$ cat config.mk
export PLATFORM = sky130hd
export DESIGN_NAME = fetch_seq_ctrl
export DESIGN_NICKNAME = d
export VERILOG_FILES = /design/src/rtl/fetch_seq_ctrl_pkg.sv /design/src/rtl/fetch_seq_ctrl.sv
export SDC_FILE = /design/constraint.sdc
export NUM_CORES = 1
export LEC_CHECK = 0
export ABC_AREA = 1
export BUFFER_PORTS_ARGS = -buffer_cell sky130_fd_sc_hd__buf_2
export CAP_MARGIN = 30
export CORE_MARGIN = 1
export CORE_UTILIZATION = 43
export DETAILED_ROUTE_END_ITERATION = 10
export GPL_ROUTABILITY_DRIVEN = 0
export PLACE_DENSITY = 0.78
export SKIP_CTS_REPAIR_TIMING = 1
export SLEW_MARGIN = 20
export SYNTH_ARGS = -nofsm -noshare
export SYNTH_HDL_FRONTEND = slang
export SYNTH_SLANG_ARGS = --single-unit
$ cat constraint.sdc
create_clock -name clk -period 1.39 [get_ports clk]
set_input_delay 0.139 -clock clk [delete_from_list [all_inputs] [get_ports clk]]
set_output_delay 0.139 -clock clk [all_outputs]
set_load 0.05 [all_outputs]
$ cat src/rtl/fetch_seq_ctrl_pkg.sv
// -----------------------------------------------------------------------------
// fetch_seq_ctrl_pkg
// Shared constants, state encoding and helpers for the fetch sequencer.
//   START_POINT      : first fetch address after reset (StartPoint)
//   EXC_VECTOR_ADDR  : exception entry address
//   fetch_state_e    : 3-bit fetch FSM encoding
// -----------------------------------------------------------------------------
package fetch_seq_ctrl_pkg;

    localparam int unsigned XLEN = 32;
    localparam int unsigned ST_W = 3;

    localparam logic [XLEN-1:0] START_POINT     = 32'hBFC0_0000;
    localparam logic [XLEN-1:0] EXC_VECTOR_ADDR = 32'hBFC0_0380;

    localparam logic [XLEN-1:0] INST_BYTES = XLEN'(4);

    typedef enum logic [ST_W-1:0] {
        ST_IDLE    = 3'd0,
        ST_REQ     = 3'd1,
        ST_WAIT    = 3'd2,
        ST_HOLD    = 3'd3,
        ST_DISCARD = 3'd4
    } fetch_state_e;

    // Sequential next PC; wraps at 2^32 by construction of the 32-bit add.
    function automatic logic [XLEN-1:0] seq_pc(input logic [XLEN-1:0] pc);
        return pc + INST_BYTES;
    endfunction

    // States in which the sequencer is actively trying to deliver an instruction.
    function automatic logic is_fetch_active(input fetch_state_e st);
        return (st == ST_REQ) || (st == ST_WAIT) || (st == ST_HOLD);
    endfunction

endpackage

$ cat src/rtl/fetch_seq_ctrl.sv
// -----------------------------------------------------------------------------
// fetch_seq_ctrl
// Fetch sequencer for the five-stage MIPS core. Drives the PC register load
// port, issues instruction-SRAM requests (req/addr_ok/data_ok), buffers a
// fetched word while IF/ID is stalled, applies a pending branch after its delay
// slot and drops in-flight responses after an exception/ERET flush.
//
// Next-PC priority: flush (exception, then ERET) > pending branch > pc+4.
//
// Ports
//   clk, rst              : core clock, synchronous active-high reset
//   cur_pc                : PC register output (address being fetched)
//   pc_in, go_if          : next PC and load enable toward PC register (comb)
//   inst_req, inst_addr   : SRAM request valid / address (comb)
//   inst_addr_ok          : SRAM request accepted
//   inst_data_ok          : SRAM read data valid
//   inst_rdata            : SRAM read data
//   fs_valid, fs_pc,
//   fs_inst               : instruction toward IF/ID (comb)
//   if_allowin            : IF/ID can accept
//   br_taken, br_target   : taken-branch pulse from ID and its target
//   exc_flush             : exception commit pulse
//   eret_flush, epc       : ERET commit pulse and return address
//
// Build option
//   FETCH_PERF_EN : adds perf_fetch_cnt (handoffs) and perf_stall_cnt
//                   (active cycles without a handoff) output ports.
// -----------------------------------------------------------------------------
module fetch_seq_ctrl
    import fetch_seq_ctrl_pkg::*;
#(
    parameter logic [XLEN-1:0] RESET_PC   = START_POINT,
    parameter logic [XLEN-1:0] EXC_VECTOR = EXC_VECTOR_ADDR
) (
    input  logic            clk,
    input  logic            rst,

    input  logic [XLEN-1:0] cur_pc,
    output logic [XLEN-1:0] pc_in,
    output logic            go_if,

    output logic            inst_req,
    output logic [XLEN-1:0] inst_addr,
    input  logic            inst_addr_ok,
    input  logic            inst_data_ok,
    input  logic [XLEN-1:0] inst_rdata,

    output logic            fs_valid,
    output logic [XLEN-1:0] fs_pc,
    output logic [XLEN-1:0] fs_inst,
    input  logic            if_allowin,

    input  logic            br_taken,
    input  logic [XLEN-1:0] br_target,
    input  logic            exc_flush,
    input  logic            eret_flush,
    input  logic [XLEN-1:0] epc
`ifdef FETCH_PERF_EN
    ,
    output logic [XLEN-1:0] perf_fetch_cnt,
    output logic [XLEN-1:0] perf_stall_cnt
`endif
);

    fetch_state_e    state_q;
    fetch_state_e    state_d;

    logic [XLEN-1:0] inst_buf_q;
    logic            buf_load;

    logic            pend_valid_q;
    logic [XLEN-1:0] pend_target_q;

    logic            flush;
    logic            word_avail;
    logic            resp_outstanding;
    logic            handoff;
    logic            pend_hit;
    logic [XLEN-1:0] pend_pc;

    assign flush = exc_flush | eret_flush;

    // A branch reported in the handoff cycle of its delay slot is forwarded so
    // that the delay slot still redirects to the target.
    assign pend_hit = pend_valid_q | (br_taken & ~flush);
    assign pend_pc  = pend_valid_q ? pend_target_q : br_target;

    // The address always follows the PC register; it is only meaningful with inst_req.
    assign inst_addr = cur_pc;
    assign fs_pc     = cur_pc;

    // State register.
    always_ff @(posedge clk) begin
        if (rst) begin
            state_q <= ST_IDLE;
        end else begin
            state_q <= state_d;
        end
    end

    // Next state and handshake outputs.
    always_comb begin
        state_d          = state_q;
        inst_req         = 1'b0;
        word_avail       = 1'b0;
        resp_outstanding = 1'b0;
        buf_load         = 1'b0;
        fs_inst          = inst_rdata;
        fs_valid         = 1'b0;
        handoff          = 1'b0;
        go_if            = 1'b0;
        pc_in            = pend_hit ? pend_pc : seq_pc(cur_pc);

        case (state_q)
            ST_IDLE: begin
                state_d = ST_REQ;
            end
            ST_REQ: begin
                inst_req         = 1'b1;
                resp_outstanding = inst_addr_ok;
                if (inst_addr_ok) begin
                    state_d = ST_WAIT;
                end
            end
            ST_WAIT: begin
                resp_outstanding = ~inst_data_ok;
                if (inst_data_ok) begin
                    word_avail = 1'b1;
                    if (if_allowin) begin
                        state_d = ST_REQ;
                    end else begin
                        state_d  = ST_HOLD;
                        buf_load = 1'b1;
                    end
                end
            end
            ST_HOLD: begin
                word_avail = 1'b1;
                fs_inst    = inst_buf_q;
                if (if_allowin) begin
                    state_d = ST_REQ;
                end
            end
            ST_DISCARD: begin
                resp_outstanding = ~inst_data_ok;
                if (inst_data_ok) begin
                    state_d = ST_REQ;
                end
            end
            default: begin
                state_d = ST_IDLE;
            end
        endcase

        fs_valid = word_avail & ~flush;
        handoff  = fs_valid & if_allowin;
        go_if    = handoff;

        // Flush overrides everything; a response still in flight must be dropped.
        if (flush) begin
            go_if    = 1'b1;
            buf_load = 1'b0;
            pc_in    = exc_flush ? EXC_VECTOR : epc;
            state_d  = resp_outstanding ? ST_DISCARD : ST_REQ;
        end

        if (rst) begin
            state_d  = ST_IDLE;
            inst_req = 1'b0;
            fs_valid = 1'b0;
            handoff  = 1'b0;
            go_if    = 1'b0;
            buf_load = 1'b0;
            pc_in    = RESET_PC;
        end
    end

    // Instruction buffer used while IF/ID is stalled.
    always_ff @(posedge clk) begin
        if (rst) begin
            inst_buf_q <= '0;
        end else if (buf_load) begin
            inst_buf_q <= inst_rdata;
        end
    end

    // Pending branch: set by ID, consumed by the delay-slot handoff, killed by flush.
    always_ff @(posedge clk) begin
        if (rst) begin
            pend_valid_q  <= 1'b0;
            pend_target_q <= RESET_PC;
        end else if (flush || handoff) begin
            pend_valid_q  <= 1'b0;
        end else if (br_taken) begin
            pend_valid_q  <= 1'b1;
            pend_target_q <= br_target;
        end
    end

`ifdef FETCH_PERF_EN
    // Handoff and stall counters, free-running with wraparound.
    always_ff @(posedge clk) begin
        if (rst) begin
            perf_fetch_cnt <= '0;
            perf_stall_cnt <= '0;
        end else begin
            if (handoff) begin
                perf_fetch_cnt <= perf_fetch_cnt + XLEN'(1);
            end
            if (is_fetch_active(state_q) && !handoff) begin
                perf_stall_cnt <= perf_stall_cnt + XLEN'(1);
            end
        end
    end
`endif

endmodule

Word-level counts from Yosys, hierarchy flattened:

Cells that the tools add are included.

* register bits after elaboration: 68
* bits of input ports: 136
* output and inout bits: 131
* logic and storage cells: 55

* add/subtract/negate cells: 1
* eq/ne operators: 8
* muxes and demuxes: 28
* bitwise gates (word level): 8
* reduce and logical (&&, ||, !) cells: 6

Operator list (number)
* $mux W32: 6
* $add A32 B3 Y32 const B: 1
* $mux W3: 6
* $pmux W3 S5: 1
* $mux W1: 12
* $ne A3 B3 Y1 const B: 4
* $eq A3 B2 Y1 const B: 2
* $pmux W1 S2: 2
* $reduce_and A4 Y1: 1
* $reduce_or A2 Y1: 2
* $and A1 B1 Y1: 3
* $eq A3 B1 Y1 const B: 1
* $eq A3 B3 Y1 const B: 1
* $logic_not A3 Y1: 1
* $not A1 Y1: 3
* $mux W2: 1
* $or A1 B1 Y1: 2
* $reduce_and A2 Y1: 1
* $logic_or A1 B1 Y1: 1

Logic depth before layout (Yosys ltp):

* depth in word-level cells: 8
* mapped depth: 10

Worst setup path after synthesis:

No wires, ideal clock.

* path type: register to output
* start: register pend_valid_q
* end: output port pc_in[7]
* data arrival time: 2.165 ns
* data required time: 1.251 ns
* path slack: -0.914 ns
* stages on the path, launching flop included: 6
* path buffers: 1
* cells stage by stage: dfxtp_1 > inv_2 > nand2_1 > buf_2 > a21oi_1 > a211oi_1

* longest elaborated chain between the ends: 4
* elaborated cells between the ends (all ways): 5

RTL lines
* start, declared: RTL line fetch_seq_ctrl.sv:71 `logic pend_valid_q;`
* start signal, assigned: RTL line fetch_seq_ctrl.sv:190 `pend_valid_q <= 1'b0;`
* start signal, assigned: RTL line fetch_seq_ctrl.sv:193 `pend_valid_q <= 1'b0;`
* start signal, assigned: RTL line fetch_seq_ctrl.sv:195 `pend_valid_q <= 1'b1;`
* $mux W32 or $or A1 B1 Y1 (tied branches): RTL line fetch_seq_ctrl.sv:86, fetch_seq_ctrl.sv:85
* $mux W32 (*): RTL line fetch_seq_ctrl.sv:112 `pc_in = pend_hit ? pend_pc : seq_pc(cur_pc);`
* $mux W32 (*): RTL line fetch_seq_ctrl.sv:160 `if (flush) begin`
* $mux W32 (*): RTL line fetch_seq_ctrl.sv:167 `if (rst) begin`
* end, declared: RTL line fetch_seq_ctrl.sv:39 `output logic [XLEN-1:0] pc_in,`

Every way passes the cells marked *; elsewhere a longest branch is shown, timed or not.

Final worst setup path:

* start: register pend_valid_q
* end: output port pc_in[1]

Same word-level chain as after synthesis.

==> metrics.md <==
| Metric | Value |
|---|---|
| Share of cells above drive strength 1 | `53.8%` |
| Syn_area_per_cell | `5.71 um^2` |
| Met1 usage | `between 30% and 40%` |
| Cell Area, Synth | `5580 um^2` |
| CTS Buf Count | `9` |
| Final nets | `1438` |
| Gr busiest metal | `met2` |
| Final core occ | `80.3%` |
| Leak | `4.89 nW` |
| Ys Warns | `0` |
| Die ar. | `13400 um^2` |
| Initial Utilization | `44.2%` |
| H-Tree Depth | `3` |
| Avg WL per Cell | `17.8 um` |
| Overflow after GRT | `0` |
| CTS clk-pin slew, worst paths | `0.06 ns` |
| Initial antenna violation count | `1` |
| Synthesized flop and latch total | `68` |
| # rows | `41` |
| Die X | `around 120 um` |
| Worst hold path class | `in2reg` |
| Clock latency on the worst-skew pair | `0.33 ns` |
| Max Root-Sink Buffers | `2` |
| Vias in the first global route | `6257` |
| Placed insts | `1430` |
| Met3 GRT Util | `4.86%` |
| PwrDens | `between 700 and 800 nW/um^2` |
| Area fraction of the dominant cell type after synthesis | `between 20% and 30%` |
| Setup Skew | `approximately 0.0097 ns` |
| Layout Cells excl Fill | `approximately 1500` |
| Crit end category | `primary output` |
| DRT antenna net count | `0` |
| Slew margin rel. | `a little over three fifths` |
| Fin crit period | `~2.0 ns` |
| Io pins | `267` |
| CTS tree | `built` |
| Global-route wire length before repair | `29800 um` |
| Area grow syn2layout | `81.6%` |
| Hold Vio Cnt, Final | `0` |
| FILL cells | `791` |
| Setup-failing EPs final | `123` |
| Synth area leaders | `dfxtp_1 (24%), nand2_1 (22%), nor2_1 (9.5%)` |
| Power Total | `about 0.0075 W` |
| Initial drt markers | `674` |
| Max Freq | `0.502 GHz` |
| Critical Path RT | `between 1 and 1.5 ns` |
| Status | `complete, but fails checks` |
| Largest area contributor in the netlist | `dfxtp_1` |
| DRC violations left | `0` |
| Fin crit share | `143%` |
| Netlist cell types | `31` |
| WL final | `around 26000 um` |
| Total GRT Usage | `28.6%` |
| Slew @ Worst Pin | `between 0.5 and 0.6 ns` |
| Clk sink count | `68` |
| Worst EP arrival | `1.85 ns` |
| PortBufs | `266` |
| DP HPWL | `15600 um` |
| Syn Nets | `1114` |
| Slew Viols, Final | `0` |
| Largest net degree at the start of global routing | `41` |
| Max VDD drop | `0.654 mV` |
| Core Area | `12600 um^2` |
| Crit Path Max Fanout | `6` |
| Unrepaired setup endpoints after global routing | `true` |
| Max Cap Viol | `0` |
| Failing checks | `setup timing` |
| Sequential area share after synthesis | `24.4%` |
| DR vias/cell | `5.37` |
| Die extent in y | `116 um` |
| DR vias | `7946` |
| CP Class | `reg2out` |
| Detailed Routing Iterations Pass 1 | `8` |
| Post-synthesis instance total | `977` |
| Global routing usage on met2 | `50.0%` |
| Startpoint Class | `register` |
| Setup WS pre-CTS | `-0.346 ns` |
| Root buffer cell | `clkbuf_16` |
| Final worst setup slack | `-0.603 ns` |
-- metal layers --
metal | vias up | share of wire (%) | routed length (um)
li1 | 3664 | - | -
met1 | 3651 | 37 | 9620
met2 | 496 | 50 | 13100
met3 | 135 | 8.0 | 2090
met4 | 0 | 5.5 | 1440
met5 | - | 0 | 0
-- cell usage after synthesis --
master and n:
a211oi_1 1, a21oi_1 56, buf_1 3, buf_12 2, buf_2 10, buf_4 66
buf_6 2, buf_8 1, clkbuf_1 26, dfxtp_1 68, ha_1 1, inv_1 64
inv_2 5, nand2_1 325, nand2_2 3, nand3_1 50, nand3_2 1, nand3b_1 8
nand4_1 5, nor2_1 141, nor2_2 41, nor3_1 5, nor3_4 1, o21a_1 3
o21ai_0 72, o21ai_2 1, o21bai_1 4, o31ai_1 2, or2_2 5, xnor2_1 1
xor2_1 4
-- state kept, by name, indices dropped and copies added (netlist names) --
name           count
inst_buf_q        32
pend_target_q     32
state_q            3
pend_valid_q       1
-- placed cells by master, fill, tap and decap left out, drive strengths merged --
cell type / count
buf: 412
nand2: 328
nor2: 182
o21ai: 73
inv: 70
dfxtp: 68
a21oi: 56
nand3: 51
clkbuf: 20
nand3b: 8
nor3: 6
nand4: 5
or2: 5
o21bai: 4
xor2: 4
clkinvlp: 3
o21a: 3
diode: 2
o31ai: 2
a211oi: 1
xnor2: 1
ha: 1
bufinv: 1
clkinv: 1
-- power by group --
| group | internal, W | total (W) | switching (W) | leakage (nW) |
|---|---|---|---|---|
| clock | 0.00149 | 0.00244 | 0.000949 | 0.146 |
| sequential | 0.00200 | 0.00203 | 0.0000298 | 0.555 |
| combinational | 0.00111 | 0.00301 | 0.00189 | 4.19 |
-- critical path: stages, from the launching register on --
cell and delay, ns:
dfxtp_4 0.38, inv_8 0.07, nand2_4 0.06, o21ai_4 0.10, clkinvlp_4 0.25, buf_6 0.19, a21oi_2 0.11, buf_4 0.14
a21oi_4 0.05, buf_6 0.16
-- cell families after synthesis --
family / synth area share, %
AO/OA/AOI/OAI: 13.0
XOR/XNOR: 0.785
adder cells (fa/ha/maj): 0.224
buffers and inverters: 17.8
flip-flops: 24.4
AND/OR/NAND/NOR: 43.9
-- per-stage QoR --
step | TNS (ns) | cell area, um^2 | hold WS [ns]
after floorplan | -9.47 | 6150 | 0.201
after CTS | -28.70 | 8370 | 0.0172
after detailed placement | -13.58 | 8060 | 0.357
after global placement | -12.42 | 8060 | 0.356
final | -30.69 | 10100 | 0.0248
after global routing | -38.52 | 10100 | 0.0238
-- path summary, 6_finish.rpt --
check               startpoint                end  slack (ns)  cells past startpoint
min reg2reg  pend_target_q[22]  pend_target_q[22]        0.48                      2
min              br_target[24]  pend_target_q[24]        0.02                      3
max reg2reg         state_q[2]  pend_target_q[18]       -0.16                     11
max               pend_valid_q           pc_in[1]       -0.60                      9
-- layout make-up --
class                      instances  area [um^2]  share of cell area [%]
antenna                            2         5.00                  0.0494
timing repair buffer             422         3500                    34.6
timing repair inverter             1         6.26                  0.0617
tap                              172          215                    2.12
clock buffer                      10          250                    2.47
inverter                          69          290                    2.86
sequential                        68         1370                    13.6
multi-input combinational        730         4430                    43.7
clock inverter                     5         58.8                   0.580
(Power assumes the default switching activity.)
